File: config.mk
export PLATFORM = sky130hd
export DESIGN_NAME = fft_radix2_iterative
export DESIGN_NICKNAME = d
export VERILOG_FILES = /design/src/rtl/fft_radix2_iterative.sv
export SDC_FILE = /design/constraint.sdc
export NUM_CORES = 2
export LEC_CHECK = 0
export CAP_MARGIN = 5
export CORE_UTILIZATION = 40
export DETAILED_ROUTE_END_ITERATION = 8
export PLACE_DENSITY_LB_ADDON = 0.1
export SYNTH_ARGS = -nofsm -noshare
export SYNTH_HDL_FRONTEND = slang
export SYNTH_SLANG_ARGS = --single-unit
File: constraint.sdc
create_clock -name clk -period 17.5 [get_ports clk]
set_input_delay 1.75 -clock clk [delete_from_list [all_inputs] [get_ports clk]]
set_output_delay 1.75 -clock clk [all_outputs]
set_load 0.05 [all_outputs]
File: src/rtl/fft_radix2_iterative.sv
// In-place iterative radix-2 DIT FFT/IFFT of N = 2^LOG2N complex points.
// Samples stream in over a valid/ready handshake and are stored bit-reversed.
// One butterfly runs per clock. Bins then stream out in natural order.
module fft_radix2_iterative #(
  parameter int LOG2N  = 4,
  parameter int DATA_W = 16,
  parameter int TW_W   = 16
) (
  input  logic              clk,
  input  logic              rst,
  input  logic              inverse,
  input  logic              scale_en,
  input  logic              in_valid,
  output logic              in_ready,
  input  logic [DATA_W-1:0] in_real,
  input  logic [DATA_W-1:0] in_imag,
  output logic              out_valid,
  input  logic              out_ready,
  output logic [DATA_W-1:0] out_real,
  output logic [DATA_W-1:0] out_imag,
  output logic [LOG2N-1:0]  out_index,
  output logic              out_last,
  output logic              busy
);
  localparam int N    = 1 << LOG2N;
  localparam int HALF = N / 2;
  localparam int KW   = LOG2N - 1;          // butterfly counter / twiddle index width
  localparam int SW   = $clog2(LOG2N);      // stage counter width
  localparam int FRAC = TW_W - 2;           // twiddle fraction bits, +1.0 = 2^FRAC
  localparam int PW   = DATA_W + TW_W + 2;  // full complex-product width
  localparam int ONE  = 1 << FRAC;

  typedef enum logic [1:0] {S_LOAD, S_COMPUTE, S_UNLOAD} state_t;

  // round-half-away-from-zero of a real value
  function automatic int tw_round(input real x);
    return (x >= 0.0) ? $rtoi(x + 0.5) : -$rtoi(0.5 - x);
  endfunction

  // forward twiddle exp(-j*2*pi*t/N) in Q2.FRAC; the inverse conjugates at use
  function automatic logic signed [TW_W-1:0] tw_val(input int t, input bit want_im);
    real ang;
    ang = 2.0 * 3.14159265358979323846 * real'(t) / real'(N);
    if (want_im) return TW_W'(tw_round(-real'(ONE) * $sin(ang)));
    return TW_W'(tw_round(real'(ONE) * $cos(ang)));
  endfunction

  function automatic logic [LOG2N-1:0] bitrev(input logic [LOG2N-1:0] v);
    logic [LOG2N-1:0] r;
    for (int i = 0; i < LOG2N; i++) r[i] = v[LOG2N-1-i];
    return r;
  endfunction

  logic signed [TW_W-1:0] tw_re [HALF];
  logic signed [TW_W-1:0] tw_im [HALF];
  for (genvar t = 0; t < HALF; t++) begin : g_tw
    assign tw_re[t] = tw_val(t, 1'b0);
    assign tw_im[t] = tw_val(t, 1'b1);
  end

  state_t                   state_q, state_d;
  logic [LOG2N-1:0]         in_cnt_q, in_cnt_d;
  logic [SW-1:0]            stage_q, stage_d;
  logic [KW-1:0]            k_q, k_d;
  logic                     inv_q, inv_d, scl_q, scl_d;
  logic                     out_valid_q, out_valid_d, out_last_q, out_last_d;
  logic [LOG2N-1:0]         out_idx_q, out_idx_d;
  logic [DATA_W-1:0]        out_re_q, out_re_d, out_im_q, out_im_d;
  logic signed [DATA_W-1:0] mem_re_q [N];
  logic signed [DATA_W-1:0] mem_im_q [N];

  logic in_fire, out_fire, compute_done, last_in;
  assign in_fire      = in_valid & in_ready;
  assign out_fire     = out_valid_q & out_ready;
  assign compute_done = (stage_q == SW'(LOG2N - 1)) && (k_q == KW'(HALF - 1));
  assign last_in      = (in_cnt_q == LOG2N'(N - 1));

  // state register
  always_ff @(posedge clk) begin
    // NOTE: clocked state uses non-blocking assignment so every flop samples pre-edge values.
    if (rst) state_q <= S_LOAD;
    else     state_q <= state_d;
  end

  // next-state logic
  always_comb begin
    // NOTE: default first so no path leaves state_d unassigned (no latch).
    state_d = state_q;
    unique case (state_q)
      S_LOAD:    if (in_fire && last_in)      state_d = S_COMPUTE;
      S_COMPUTE: if (compute_done)            state_d = S_UNLOAD;
      S_UNLOAD:  if (out_fire && out_last_q)  state_d = S_LOAD;
      default:                                state_d = S_LOAD;
    endcase
  end

  // handshake / status outputs decoded from state
  always_comb begin
    in_ready = (state_q == S_LOAD);
    busy     = (state_q != S_LOAD);
  end

  // butterfly addressing: top keeps the low s bits of k and inserts a 0 at bit s
  logic [LOG2N-1:0] k_ext, low_mask, span, top_idx, bot_idx;
  logic [KW-1:0]    tw_idx;
  always_comb begin
    k_ext    = LOG2N'(k_q);
    low_mask = ~({LOG2N{1'b1}} << stage_q);
    span     = LOG2N'(1) << stage_q;
    top_idx  = ((k_ext & ~low_mask) << 1) | (k_ext & low_mask);
    bot_idx  = top_idx | span;
    tw_idx   = KW'((k_ext & low_mask) << (LOG2N'(LOG2N - 1) - LOG2N'(stage_q)));
  end

  // butterfly datapath: p = b*W (floor), top' = a+p, bot' = a-p at DATA_W+1 bits
  logic signed [DATA_W-1:0] a_re, a_im, b_re, b_im;
  logic signed [TW_W-1:0]   w_re, w_im;
  logic signed [DATA_W:0]   p_re, p_im, sum_re, sum_im, dif_re, dif_im;
  logic [DATA_W-1:0]        top_re, top_im, bot_re, bot_im;
  always_comb begin
    a_re   = mem_re_q[top_idx];
    a_im   = mem_im_q[top_idx];
    b_re   = mem_re_q[bot_idx];
    b_im   = mem_im_q[bot_idx];
    w_re   = tw_re[tw_idx];
    w_im   = inv_q ? -tw_im[tw_idx] : tw_im[tw_idx];
    p_re   = (DATA_W+1)'((PW'(b_re) * PW'(w_re) - PW'(b_im) * PW'(w_im)) >>> FRAC);
    p_im   = (DATA_W+1)'((PW'(b_re) * PW'(w_im) + PW'(b_im) * PW'(w_re)) >>> FRAC);
    sum_re = (DATA_W+1)'(a_re) + p_re;
    sum_im = (DATA_W+1)'(a_im) + p_im;
    dif_re = (DATA_W+1)'(a_re) - p_re;
    dif_im = (DATA_W+1)'(a_im) - p_im;
    if (scl_q) begin
      top_re = sum_re[DATA_W:1];
      top_im = sum_im[DATA_W:1];
      bot_re = dif_re[DATA_W:1];
      bot_im = dif_im[DATA_W:1];
    end else begin
      top_re = sum_re[DATA_W-1:0];
      top_im = sum_im[DATA_W-1:0];
      bot_re = dif_re[DATA_W-1:0];
      bot_im = dif_im[DATA_W-1:0];
    end
  end

  // sample memory: bit-reversed load, then in-place butterfly write-back
  always_ff @(posedge clk) begin
    // NOTE: the sample array is never reset; its contents are rewritten before use.
    if (state_q == S_LOAD && in_fire) begin
      mem_re_q[bitrev(in_cnt_q)] <= in_real;
      mem_im_q[bitrev(in_cnt_q)] <= in_imag;
    end else if (state_q == S_COMPUTE) begin
      mem_re_q[top_idx] <= top_re;
      mem_im_q[top_idx] <= top_im;
      mem_re_q[bot_idx] <= bot_re;
      mem_im_q[bot_idx] <= bot_im;
    end
  end

  // counters, frame mode latches and the registered output bin
  logic [LOG2N-1:0] nxt_idx;
  always_comb begin
    in_cnt_d    = in_cnt_q;
    stage_d     = stage_q;
    k_d         = k_q;
    inv_d       = inv_q;
    scl_d       = scl_q;
    out_valid_d = out_valid_q;
    out_last_d  = out_last_q;
    out_idx_d   = out_idx_q;
    out_re_d    = out_re_q;
    out_im_d    = out_im_q;
    nxt_idx     = out_idx_q + 1'b1;
    unique case (state_q)
      S_LOAD: if (in_fire) begin
        in_cnt_d = in_cnt_q + 1'b1;
        if (in_cnt_q == '0) begin
          inv_d = inverse;
          scl_d = scale_en;
        end
      end
      S_COMPUTE: begin
        k_d = k_q + 1'b1;
        if (k_q == KW'(HALF - 1))
          stage_d = (stage_q == SW'(LOG2N - 1)) ? '0 : stage_q + 1'b1;
      end
      S_UNLOAD: if (!out_valid_q) begin
        out_valid_d = 1'b1;
        out_last_d  = 1'b0;
        out_idx_d   = '0;
        out_re_d    = mem_re_q[0];
        out_im_d    = mem_im_q[0];
      end else if (out_ready) begin
        if (out_last_q) begin
          out_valid_d = 1'b0;
          out_last_d  = 1'b0;
        end else begin
          out_idx_d  = nxt_idx;
          out_re_d   = mem_re_q[nxt_idx];
          out_im_d   = mem_im_q[nxt_idx];
          out_last_d = (nxt_idx == LOG2N'(N - 1));
        end
      end
      default: ;
    endcase
  end

  // datapath register bank
  always_ff @(posedge clk) begin
    if (rst) begin
      in_cnt_q    <= '0;
      stage_q     <= '0;
      k_q         <= '0;
      inv_q       <= 1'b0;
      scl_q       <= 1'b0;
      out_valid_q <= 1'b0;
      out_last_q  <= 1'b0;
      out_idx_q   <= '0;
      out_re_q    <= '0;
      out_im_q    <= '0;
    end else begin
      in_cnt_q    <= in_cnt_d;
      stage_q     <= stage_d;
      k_q         <= k_d;
      inv_q       <= inv_d;
      scl_q       <= scl_d;
      out_valid_q <= out_valid_d;
      out_last_q  <= out_last_d;
      out_idx_q   <= out_idx_d;
      out_re_q    <= out_re_d;
      out_im_q    <= out_im_d;
    end
  end

  assign out_valid = out_valid_q;
  assign out_last  = out_last_q;
  assign out_index = out_idx_q;
  assign out_real  = out_re_q;
  assign out_imag  = out_im_q;

endmodule

==> summary.txt <==
Global route
  – Antenna violations before repair: 20
  – Tot GR Track Use: 34.0%
  – Largest net degree at the start of global routing: 122
  – Number of global-route vias before repair: 62554
  – Grt ovf: 0
  – First-pass GRT wire length: 464000 um

Layout
  – Post-route insts no fill: 10082
  – Final nets: 9062
  – Share of cells above drive strength 1: 11.5%
  – Area grow syn2layout: 9.13%
  – Fin util: 44.2%
  – # fillers: 18060

STA
  – Final hold viol count: 0
  – Final setup viols: 0
  – Headroom to the max-slew limit: 4.21%
  – Final worst slack: 1190 ps
  – Worst Skew: 50.4 ps
  – Period utilization: 93.2%
  – RSZ-0062 raised after global routing: false
  – Slew Viols, Final: 0
  – Final min period: 16310 ps
  – Final setup TNS: 0 ps
  – Worst-margin pin slew: 1430 ps
  – F_max: 61.3 MHz

Worst setup path
  – Peak fanout along the critical path: 18
  – CP most frequent cell: fa_1
  – Crit Reg-Reg Endpoint: mem_re_q[0][15]
  – Required time of the critical path: 17910 ps
  – Setup crit start kind: register
  – Reg2Reg Depth: 47
  – CP Class: register to register
  – Worst Setup End Kind: register
  – Slowest CP cell: nor2_1
  – FF-to-FF Start: stage_q[1]
  – Flop2flop setup slack: 1190 ps
  – CP arrival: 16720 ps
  – Crit-path max cell delay: 750 ps

Pwr
  – Clock Power Share: 42.1%
  – Combinational power share: 12.0%
  – Pwr/cell area: 39.1 mW/mm2
  – Sw Ratio: 27.2%
  – Portion of total power attributed to sequential cells: 45.8%
  – Internal: 2.37 mW
  – Peak supply drop: 0.0720 mV
  – Leakage Power: 36.0 nW
  – Net Switching: 0.888 mW

Logic synthesis
  – Top FF cell, synth: edfxtp_1
  – Yosys reg bits: 563
  – Synthesized cell area: 0.0763 mm2
  – Top-area cell type share of the netlist area: 29.2%
  – Commonest cells post-synth: inv_1, fa_1, nand2_1
  – Synth unique cells: 96
  – Most frequent cell after synthesis: inv_1
  – Post-synthesis async set-or-reset flop share: 0%
  – Post-Syn Instances: 7636
  – Ranking of synthesized cells by area: fa_1, edfxtp_1, mux4_2, inv_1, ha_1
  – Post-synth EDFFs: 512
  – Mapped Avg Cell Area: 10.0 um2
  – Synth Warn #: 0
  – Sequential element share of the synthesized area: 21.5%
  – Syn nets: 9170
  – Post-synth top area cell: fa_1

Drt
  – Via count: 60111
  – Initial DRC Count: 6218
  – Drt first pass iters: 6
  – Detailed Route WL: 326000 um
  – Drt wl/cell: 32.4 um
  – Via density: 5.96
  – DRT antenna net count: 0
  – DRC viols: 0

CTS
  – Clock transition at the registers of the reported paths: 70 ps
  – Num CTS Buffers: 60
  – CTS H-Tree Depth: 2
  – # resized after CTS: 0
  – Maximum clock path buffer count: 3
  – Worst-Skew Late Latency: 710 ps
  – Clk root buf: clkbuf_16
  – Sink Count: 563
  – Hold buffers post-CTS: 0
  – Post-CTS setup buffers: 0
  – CTS tree: done

Status
  – Status: completed

Worst hold path
  – Hold/Removal Path Class: register to register
  – Hold Path Sink: out_imag[9]
  – Hold Crit Depth: 2
  – Hold Path Origin: out_imag[9]

Run
  – Max-cap violation count: 0

Place
  – Dpl ws: 1420 ps
  – Gpl congestion: 1.01
  – Dpl cells: 9960
  – I/O Buffers: 77
  – Final HPWL DP: 238000 um

Floorplanning
  – IO Pins: 78
  – Overall die width: 439 um
  – Starting Density: 40.5%
  – Die Height: 439 um
  – Site row count: 159
  – Die area: 0.193 mm2
  – Core Footprint: 0.189 mm2
-- cell families (layout without fill, tap and decap cells) --
| family | after synthesis | after routing | synth area share, % |
|---|---|---|---|
| XOR/XNOR | 162 | 162 | 1.91 |
| multiplexers | 556 | 556 | 12.3 |
| flip-flops | 563 | 563 | 21.5 |
| AO/OA/AOI/OAI | 1122 | 1122 | 9.12 |
| adder cells (fa/ha/maj) | 1496 | 1496 | 35.5 |
| other | 0 | 9 | 0 |
| buffers and inverters | 1907 | 1849 | 9.49 |
| AND/OR/NAND/NOR | 1830 | 1830 | 10.2 |
-- layout by cell type, fill, tap and decap left out, drive strengths merged, types with 18 or more instances in the layout --
cell	Yosys	final
inv	1384	1387
fa	1115	1115
nand2	995	995
edfxtp	512	512
ha	381	381
o21ai	372	372
nor3	354	354
a21oi	325	325
mux4	304	304
nor2	303	303
buf	96	275
mux2i	237	237
xnor2	130	130
a221oi	107	107
clkbuf	425	80
clkdlybuf4s50	0	76
o22ai	70	70
and2	58	58
dfxtp	51	51
a211oi	41	41
a21o	36	36
xor2	31	31
o31ai	27	27
a31oi	24	24
nand2b	24	24
nand3	23	23
clkinv	2	23
o21bai	22	22
a221o	18	18
-- sequential cells by signal (all words and copies together) (netlist names), 2 cells and up --
register   count
stage_q        2
state_q        2
in_cnt_q       4
out_index      4
out_real      16
out_imag      16
mem_im_q     256
mem_re_q     256
k_q            3
-- layout make-up --
class	instances	area [um2]	area share, %
Multi-Input combinational cell	5166	53600	64.3
Antenna cell	9	22.5	0.0270
Sequential cell	563	16400	19.7
Inverter	1386	5200	6.24
Clock inverter	32	325	0.390
Clock buffer	80	1730	2.08
Tap cell	2495	3120	3.75
Timing Repair Buffer	351	2910	3.49
-- metal layers --
layer / share of wire (%) / GRT usage (%) / routed length [um]
met1: 37 / 41.5 / 121000
met2: 46 / 54.8 / 151000
met3: 8.7 / 6.53 / 28400
met4: 7.9 / 22.4 / 25800
met5: 0.016 / 0 / 52
-- worst max path at each step --
stage	slack, ps	start	endpoint
2_1_floorplan	4240	stage_q[0]	mem_im_q[10][15]
3_3_place_gp	1680	stage_q[1]	mem_re_q[11][15]
3_5_place_dp	1420	stage_q[1]	mem_re_q[7][15]
4_1_cts	1350	stage_q[1]	mem_re_q[0][15]
5_1_grt	390	stage_q[1]	mem_re_q[0][15]
6_report	1190	stage_q[1]	mem_re_q[0][15]
-- through the flow --
step	total power, mW	area, um2	hold WS [ps]
final	3.26	83300	501
after global routing	3.34	83300	521
after CTS	3.26	83300	501
after detailed placement	1.91	81200	493
after global placement	1.91	81200	491
after floorplan	1.75	76300	472
-- power groups by stage --
stage	registers, mW	clock network, mW	logic, mW
after floorplan	1.52	0	0.229
after global placement	1.52	0	0.383
after detailed placement	1.52	0	0.385
after CTS	1.49	1.38	0.387
after global routing	1.50	1.43	0.414
final	1.49	1.37	0.393
-- critical path, delay by kind of cell (launching register included) --
kind,cells,cell delay [ps]
AOI/OAI and AO/OA,18,4960
xor gates and xnor gates,2,520
adders and majority gates,13,5870
buffers and inverters,5,1360
DFF,1,690
muxes,1,200
and+or+nand+nor,8,2350
No activity file was read; power rests on OpenSTA's default activity.
